**src/rtl/station_pkg.sv**
```systemverilog
// Shared opcodes, field positions and FSM state type for the station controller.
package station_pkg;
    localparam logic [1:0] CMD_STOP = 2'b00;
    localparam logic [1:0] CMD_GO   = 2'b01;

    localparam int OPC_MSB = 7;
    localparam int OPC_LSB = 6;
    localparam int DEST_W  = 6;

    typedef enum logic [0:0] {IDLE, MOVING} station_state_t;
endpackage

```
**src/rtl/buzz_gen.sv**
```systemverilog
// Piezo square-wave generator: toggles every BUZZ_HALF enabled cycles, silent when disabled.
module buzz_gen #(
    parameter int BUZZ_HALF = 12500
) (
    input  logic clk,
    input  logic rst,
    input  logic en,
    output logic buzz,
    output logic buzz_n
);
    localparam int CNT_W = $clog2(BUZZ_HALF);
    localparam logic [CNT_W-1:0] CNT_LAST = CNT_W'(BUZZ_HALF - 1);

    logic [CNT_W-1:0] cnt;

    always_ff @(posedge clk) begin
        if (rst) begin
            cnt  <= '0;
            buzz <= 1'b0;
        end else if (!en) begin
            cnt  <= '0;
            buzz <= 1'b0;
        end else if (cnt == CNT_LAST) begin
            cnt  <= '0;
            buzz <= ~buzz;
        end else begin
            cnt  <= cnt + 1'b1;
        end
    end

    assign buzz_n = ~buzz;
endmodule

```
**src/rtl/station_cntrl.sv**
```systemverilog
// Station controller: runs from a GO command until the destination barcode is read or STOP arrives.
module station_cntrl
    import station_pkg::*;
#(
    parameter int BUZZ_HALF = 12500
) (
    input  logic       clk,
    input  logic       rst,
    input  logic [7:0] cmd,
    input  logic       cmd_rdy,
    output logic       clr_cmd_rdy,
    input  logic [7:0] ID,
    input  logic       ID_vld,
    output logic       clr_ID_vld,
    input  logic       OK2Move,
    output logic       go,
    output logic       in_transit,
    output logic       buzz,
    output logic       buzz_n
);
    station_state_t    state;
    logic [DEST_W-1:0] dest;
    logic [1:0]        opc;
    logic              id_hit;
    logic              buzz_en;
    logic              unused_id_hi;

    assign opc    = cmd[OPC_MSB:OPC_LSB];
    assign id_hit = (ID[DEST_W-1:0] == dest);
    // Upstream only validates IDs with zero upper bits, so they never take part in the match.
    assign unused_id_hi = ^ID[OPC_MSB:OPC_LSB];

    // A pending command always wins; an ID waits until no command is presented.
    always_comb begin
        clr_cmd_rdy = 1'b0;
        clr_ID_vld  = 1'b0;
        if (!rst) begin
            if (cmd_rdy)
                clr_cmd_rdy = 1'b1;
            else if (ID_vld)
                clr_ID_vld = 1'b1;
        end
    end

    always_ff @(posedge clk) begin
        if (rst) begin
            state <= IDLE;
            dest  <= '0;
        end else if (cmd_rdy) begin
            if (opc == CMD_GO) begin
                dest  <= cmd[DEST_W-1:0];
                state <= MOVING;
            end else if (opc == CMD_STOP) begin
                state <= IDLE;
            end
        end else if (ID_vld && (state == MOVING) && id_hit) begin
            state <= IDLE;
        end
    end

    assign in_transit = (state == MOVING);
    assign go         = in_transit & OK2Move;
    assign buzz_en    = in_transit & ~OK2Move;

    buzz_gen #(
        .BUZZ_HALF(BUZZ_HALF)
    ) u_buzz (
        .clk   (clk),
        .rst   (rst),
        .en    (buzz_en),
        .buzz  (buzz),
        .buzz_n(buzz_n)
    );
endmodule

```
**config.mk**
```make
export PLATFORM = sky130hd
export DESIGN_NAME = station_cntrl
export DESIGN_NICKNAME = d
export VERILOG_FILES = /design/src/rtl/station_pkg.sv /design/src/rtl/buzz_gen.sv /design/src/rtl/station_cntrl.sv
export SDC_FILE = /design/constraint.sdc
export NUM_CORES = 1
export LEC_CHECK = 0
export BUFFER_PORTS_ARGS = -buffer_cell sky130_fd_sc_hd__buf_4
export CAP_MARGIN = 20
export CELL_PAD_IN_SITES_DETAIL_PLACEMENT = 2
export CELL_PAD_IN_SITES_GLOBAL_PLACEMENT = 2
export CORE_ASPECT_RATIO = 0.5
export CORE_MARGIN = 10
export CORE_UTILIZATION = 32
export CTS_CLUSTER_SIZE = 8
export DETAILED_ROUTE_END_ITERATION = 8
export GPL_TIMING_DRIVEN = 1
export HOLD_SLACK_MARGIN = 0.15
export PLACE_DENSITY = 0.87
export SLEW_MARGIN = 40
export SYNTH_ARGS = -nofsm -noshare
export SYNTH_HDL_FRONTEND = slang
export SYNTH_SLANG_ARGS = --single-unit
```
**constraint.sdc**
```tcl
create_clock -name clk -period 3.1 [get_ports clk]
set_clock_uncertainty 0.05 [all_clocks]
set_input_delay 0.93 -clock clk [delete_from_list [all_inputs] [get_ports clk]]
set_output_delay 0.93 -clock clk [all_outputs]
set_load 0.05 [all_outputs]
```
# [Word level (Yosys, flattened, before mapping)]
# Index checks and enable logic that the tools add are counted.
[classes] addsub=1 eq_ne=4 mux=9 bitwise_logic=5 n_reduce_logical=8
[op_table] operator="14-bit by 1-bit adder with 14-bit output, second input constant" count=1
[op_table] operator="14-bit equality test, second input constant" count=1
[op_table] operator="1-bit 2-to-1 mux" count=9
[op_table] operator="6-bit equality test" count=1
[op_table] operator="2-bit AND reduction" count=2
[op_table] operator="3-bit by 1-bit != test with 1-bit output, second input constant" count=1
[op_table] operator="1-bit inverter" count=3
[op_table] operator="3-bit OR reduction" count=1
[op_table] operator="1-bit bitwise AND" count=2
[op_table] operator="2-bit by 1-bit equality test with 1-bit output, second input constant" count=1
[op_table] operator="1-bit logical AND" count=2
[op_table] operator="2-bit logical NOT" count=1
[op_table] operator="2-bit nonzero test" count=1
[op_table] operator="2-bit OR reduction" count=1
[totals] register_bits=22 input_bits=21 output_inout_bits=6 wordCells=31

# [Depth between registers and ports, before layout]
[depth] depth_word=4 mapped_depth=6 mapped_depth_nobuf=5

# [Cells and area by module]
# From an unflattened synthesis, not the netlist that was laid out.
[unflattened] hier_cells=115 area_unflattened_um2=1044.8
[modules_own_cells] module="buzz_gen" instances=1 cells_per_inst=77 area_each_um2=671.9 seq_area_each_um2=300.3
[modules_own_cells] module="station_cntrl" instances=1 cells_per_inst=38 area_each_um2=372.9 seq_area_each_um2=140.1

# [Worst setup path after synthesis]
# No wires, ideal clock.
[synth_timing] path_type="input -> output" start="input rst" end="output clr_ID_vld" arrival_time_ps=1821 t_required_ps=2120 slack_ps=299 path_stages=2 path_buffers=1 cell_sequence="clkbuf_1 nor2b_1"
[synth_between] elab_chain_len=1
[synth_lines] item="start, declared" line_no="station_cntrl.sv:8" text="input logic rst,"
[synth_lines] item="1-bit 2-to-1 mux" line_no="station_cntrl.sv:37" text="if (!rst) begin"
[synth_lines] item="end, declared" line_no="station_cntrl.sv:14" text="output logic clr_ID_vld,"
# No other way between the ends.

# [Final worst setup path]
[layout_timing] start="input cmd_rdy" end="output clr_ID_vld"
[layout_between] elab_chain_len=2
[layout_lines] item="start, declared" line_no="station_cntrl.sv:10" text="input logic cmd_rdy,"
[layout_lines] item="1-bit 2-to-1 mux" line_no="station_cntrl.sv:38" text="if (cmd_rdy)"
[layout_lines] item="1-bit 2-to-1 mux" line_no="station_cntrl.sv:37"
# No other way between the ends.

==> impl_metrics.xml <==
<?xml version="1.0" encoding="UTF-8"?>
<metrics>
  <group name="finish">
    <metric name="layout_commonest_cell" unit="">sky130_fd_sc_hd__buf_4</metric>
    <metric name="layout-area-overhead-vs-synth" unit="%">28.1</metric>
    <metric name="mostFrequentLayoutCells" unit="">sky130_fd_sc_hd__buf_4, sky130_fd_sc_hd__nor2_1, sky130_fd_sc_hd__dfxtp_1</metric>
    <metric name="finalNetCount" unit="">159</metric>
    <metric name="multiInputGateArea" unit="sq um">533</metric>
    <metric name="antenna-diode-count" unit="">0</metric>
    <metric name="area.sequential" unit="sq um">440</metric>
    <metric name="post_route_cells_drive_above_1_share" unit="%">22.8</metric>
    <metric name="fill_cells" unit="">335</metric>
  </group>
  <group name="cts">
    <metric name="clockRootBuffer" unit="">sky130_fd_sc_hd__clkbuf_8</metric>
    <metric name="cts_hold_repair.buffers" unit="">0</metric>
    <metric name="postCtsSetupRepairBufs" unit="">0</metric>
    <metric name="clock_insertion_delay_worst_skew" unit="ns">0.27</metric>
    <metric name="htreeDepth" unit="">1</metric>
    <metric name="clk_pin_slew_worst_paths" unit="ns">0.09</metric>
    <metric name="cts_resized" unit="">0</metric>
    <metric name="clock_tree.buffer_depth" unit="">2</metric>
    <metric name="cts_made_buffers" unit="">3</metric>
    <metric name="tritoncts_num_sinks" unit="">22</metric>
    <metric name="tritoncts_clock_tree" unit="">built</metric>
  </group>
  <group name="sta">
    <metric name="final-hold-violation-count" unit="">0</metric>
    <metric name="clock.fmax" unit="MHz">392</metric>
    <metric name="worst_path_setup_slack_after_routing" unit="ns">0.551</metric>
    <metric name="layout_worst_path_cycle_share" unit="%">82.2</metric>
    <metric name="maxSlewHeadroom" unit="%">70.1</metric>
    <metric name="period_minus_slack" unit="ns">2.55</metric>
    <metric name="finalSetupViolCount" unit="">0</metric>
    <metric name="totalNegativeSetupSlack" unit="ns">0</metric>
    <metric name="timing_max_transition_violations_final" unit="">0</metric>
    <metric name="actual_slew_at_the_worst_max_slew_pin" unit="ns">0.447</metric>
    <metric name="grt_setup_unrepaired" unit="">no</metric>
  </group>
  <group name="global_routing">
    <metric name="met2_usage" unit="%">17.9</metric>
    <metric name="use_met3" unit="%">4.95</metric>
    <metric name="grt_most_used_layer" unit="">met2</metric>
    <metric name="grt_antenna_before_repair" unit="">0</metric>
    <metric name="groute.usage.overall" unit="%">10.1</metric>
    <metric name="grt_start_max_net_pins" unit="">15</metric>
    <metric name="grt_use_met1" unit="%">10.9</metric>
    <metric name="first_global_vias" unit="">997</metric>
    <metric name="grt_first_pass_wirelength" unit="mm">4.84</metric>
    <metric name="overflow" unit="">0</metric>
  </group>
  <group name="pwr">
    <metric name="power.switching_fraction" unit="%">20.5</metric>
    <metric name="power_switching" unit="uW">125</metric>
    <metric name="share_clk_of_total_power" unit="%">44.5</metric>
    <metric name="powerDensity" unit="nW/um^2">473</metric>
    <metric name="combinationalPowerShare" unit="%">8.2</metric>
    <metric name="power.share.sequential" unit="%">47.4</metric>
    <metric name="power_report.internal_total" unit="uW">485</metric>
    <metric name="post-layout-total-power" unit="uW">610</metric>
    <metric name="ir_drop" unit="mV">0.244</metric>
    <metric name="leakage" unit="nW">0.507</metric>
  </group>
  <group name="drt">
    <metric name="dr_total_vias" unit="">847</metric>
    <metric name="detail-route-antenna-nets" unit="">0</metric>
    <metric name="post_detailed_route_via_to_cell_ratio" unit="">4.81</metric>
    <metric name="post-route-drc-count" unit="">0</metric>
    <metric name="wire_per_inst" unit="microns">15.2</metric>
    <metric name="wirelength" unit="mm">2.67</metric>
    <metric name="drt_first_pass_iters" unit="">4</metric>
    <metric name="initialDrtViolationCount" unit="">19</metric>
  </group>
  <group name="placement">
    <metric name="count_of_port_buffers_added_during_placement" unit="">24</metric>
    <metric name="dp_hpwl" unit="mm">2.10</metric>
    <metric name="finalWeightedCongestion" unit="">0.726</metric>
    <metric name="preCtsSetupSlack" unit="ns">0.560</metric>
  </group>
  <group name="synthesis">
    <metric name="post_syn_area" unit="sq um">1010</metric>
    <metric name="avgSynthCellArea" unit="sq um">9.07</metric>
    <metric name="synth_cell_type_count" unit="">25</metric>
    <metric name="synth.net_count" unit="">133</metric>
    <metric name="share_of_the_yosys_chip_area_belonging_to_registers" unit="%">43.7</metric>
    <metric name="synthCells" unit="">111</metric>
    <metric name="synth.yosys.warnings" unit="">0</metric>
    <metric name="synth_seq_cells" unit="">22</metric>
  </group>
  <group name="floorplanning">
    <metric name="fp-row-count" unit="">14</metric>
    <metric name="floorplan.die.height" unit="microns">59.7</metric>
    <metric name="chipWidth" unit="microns">99.3</metric>
    <metric name="fp.coreArea" unit="sq um">3010</metric>
    <metric name="initial_core_util" unit="%">33.4</metric>
    <metric name="pin_count" unit="">27</metric>
    <metric name="floorplan.die_area" unit="sq um">5930</metric>
  </group>
  <group name="worst_setup_path">
    <metric name="crit_type" unit="">in2out</metric>
    <metric name="timing.critical_path.cells" unit="">buf_4 &gt; nor2b_1 &gt; nor2b_1 &gt; buf_4</metric>
    <metric name="cpPeakStageDelay" unit="ns">0.21</metric>
    <metric name="critical_path_peak_fanout" unit="">4</metric>
    <metric name="worstSetupStartpointType" unit="">input pin</metric>
    <metric name="worst_ep_required_time" unit="ns">2.12</metric>
    <metric name="worst_path_slowest_cell" unit="">sky130_fd_sc_hd__buf_4</metric>
    <metric name="timing.critical_path.arrival" unit="ns">1.57</metric>
    <metric name="worstSetupEndpointType" unit="">output port</metric>
  </group>
  <group name="status">
    <metric name="outcome" unit="">completed</metric>
  </group>
  <group name="hold_path">
    <metric name="worstHoldPathType" unit="">reg2reg</metric>
  </group>
  <group name="job">
    <metric name="drv.max_cap_violation_count" unit="">0</metric>
  </group>
</metrics>
power by group through the flow:
| stage | Sequential, mW | Combinational, mW | Clock (mW) |
|---|---|---|---|
| finish | 0.289 | 0.0498 | 0.271 |
| global route | 0.290 | 0.0546 | 0.293 |
| CTS | 0.289 | 0.0511 | 0.278 |
| detailed placement | 0.296 | 0.0508 | 0 |
| global placement | 0.295 | 0.0489 | 0 |
| floorplan | 0.297 | 0.0230 | 0 |
cell usage after synthesis:
library cell	instances	area (sq um)
sky130_fd_sc_hd__and2_1	1	6.26
sky130_fd_sc_hd__and3_1	3	18.8
sky130_fd_sc_hd__buf_6	1	11.3
sky130_fd_sc_hd__clkbuf_1	2	7.51
sky130_fd_sc_hd__dfxtp_1	22	440
sky130_fd_sc_hd__ha_1	1	12.5
sky130_fd_sc_hd__inv_1	4	15.0
sky130_fd_sc_hd__mux2i_1	6	60.1
sky130_fd_sc_hd__nand2_1	3	11.3
sky130_fd_sc_hd__nand2b_1	1	6.26
sky130_fd_sc_hd__nand3_1	5	25.0
sky130_fd_sc_hd__nand3_2	1	10.0
sky130_fd_sc_hd__nand3b_1	2	15.0
sky130_fd_sc_hd__nand4_1	3	18.8
sky130_fd_sc_hd__nand4b_1	1	8.76
sky130_fd_sc_hd__nor2_1	22	82.6
sky130_fd_sc_hd__nor2b_1	3	18.8
sky130_fd_sc_hd__nor3_1	4	20.0
sky130_fd_sc_hd__nor4_1	3	18.8
sky130_fd_sc_hd__o22ai_1	1	6.26
sky130_fd_sc_hd__or3b_2	1	8.76
sky130_fd_sc_hd__or4_1	1	7.51
sky130_fd_sc_hd__or4_4	1	11.3
sky130_fd_sc_hd__xnor2_1	13	114
sky130_fd_sc_hd__xor2_1	6	52.6
routing by layer:
metal | routed length, microns | part of all wire [%]
met1 | 1130 | 43
met2 | 1340 | 50
met3 | 186 | 7.0
met4 | 10 | 0.37
met5 | 0 | 0
worst max-delay path: cells and delay by family:
family / cells / cell delay [ns]
buf+inv: 2 / 0.33
simple gates: 2 / 0.31
flip-flops by register name, summed over array words and instances (netlist names):
register	cells
dest	6
u_buzz.cnt	14
in_transit	1
u_buzz.buzz	1
final timing paths:
kind	startpoint	endpoint	slack (ns)	depth (start not counted)
min reg2reg	u_buzz.cnt[0]	u_buzz.cnt[0]	0.44	1
max	cmd_rdy	clr_ID_vld	0.55	4
min	u_buzz.cnt[0]	u_buzz.cnt[0]	0.44	1
max reg2reg	u_buzz.cnt[8]	u_buzz.cnt[9]	1.13	4
logic make-up after synthesis:
family	after synthesis	share of synthesized area, %
fa+ha+maj	1	1.24
mux	6	5.96
xor+xnor	19	16.5
compound gates	1	0.622
flops	22	43.7
buf+inv	7	3.35
simple gates	55	28.6
area by class of cell:
cell class,count,area share [%]
multi-input cells,82,41.3
clock buffers,3,3.20
inverters,4,1.16
clock inverters,1,2.33
flip-flops and latches,22,34.1
repair buffers,24,14.0
well taps,40,3.88
metrics by stage:
step	hold WS (ns)	cells	instance area (sq um)	util [%]
2_1_floorplan	0.391	111	1010	-
3_3_place_gp	0.420	172	1220	40.4
3_5_place_dp	0.429	172	1220	40.4
4_1_cts	0.451	176	1290	42.8
5_1_grt	0.465	176	1290	42.8
6_report	0.444	176	1290	42.8
No activity file was read; power rests on OpenSTA's default activity.
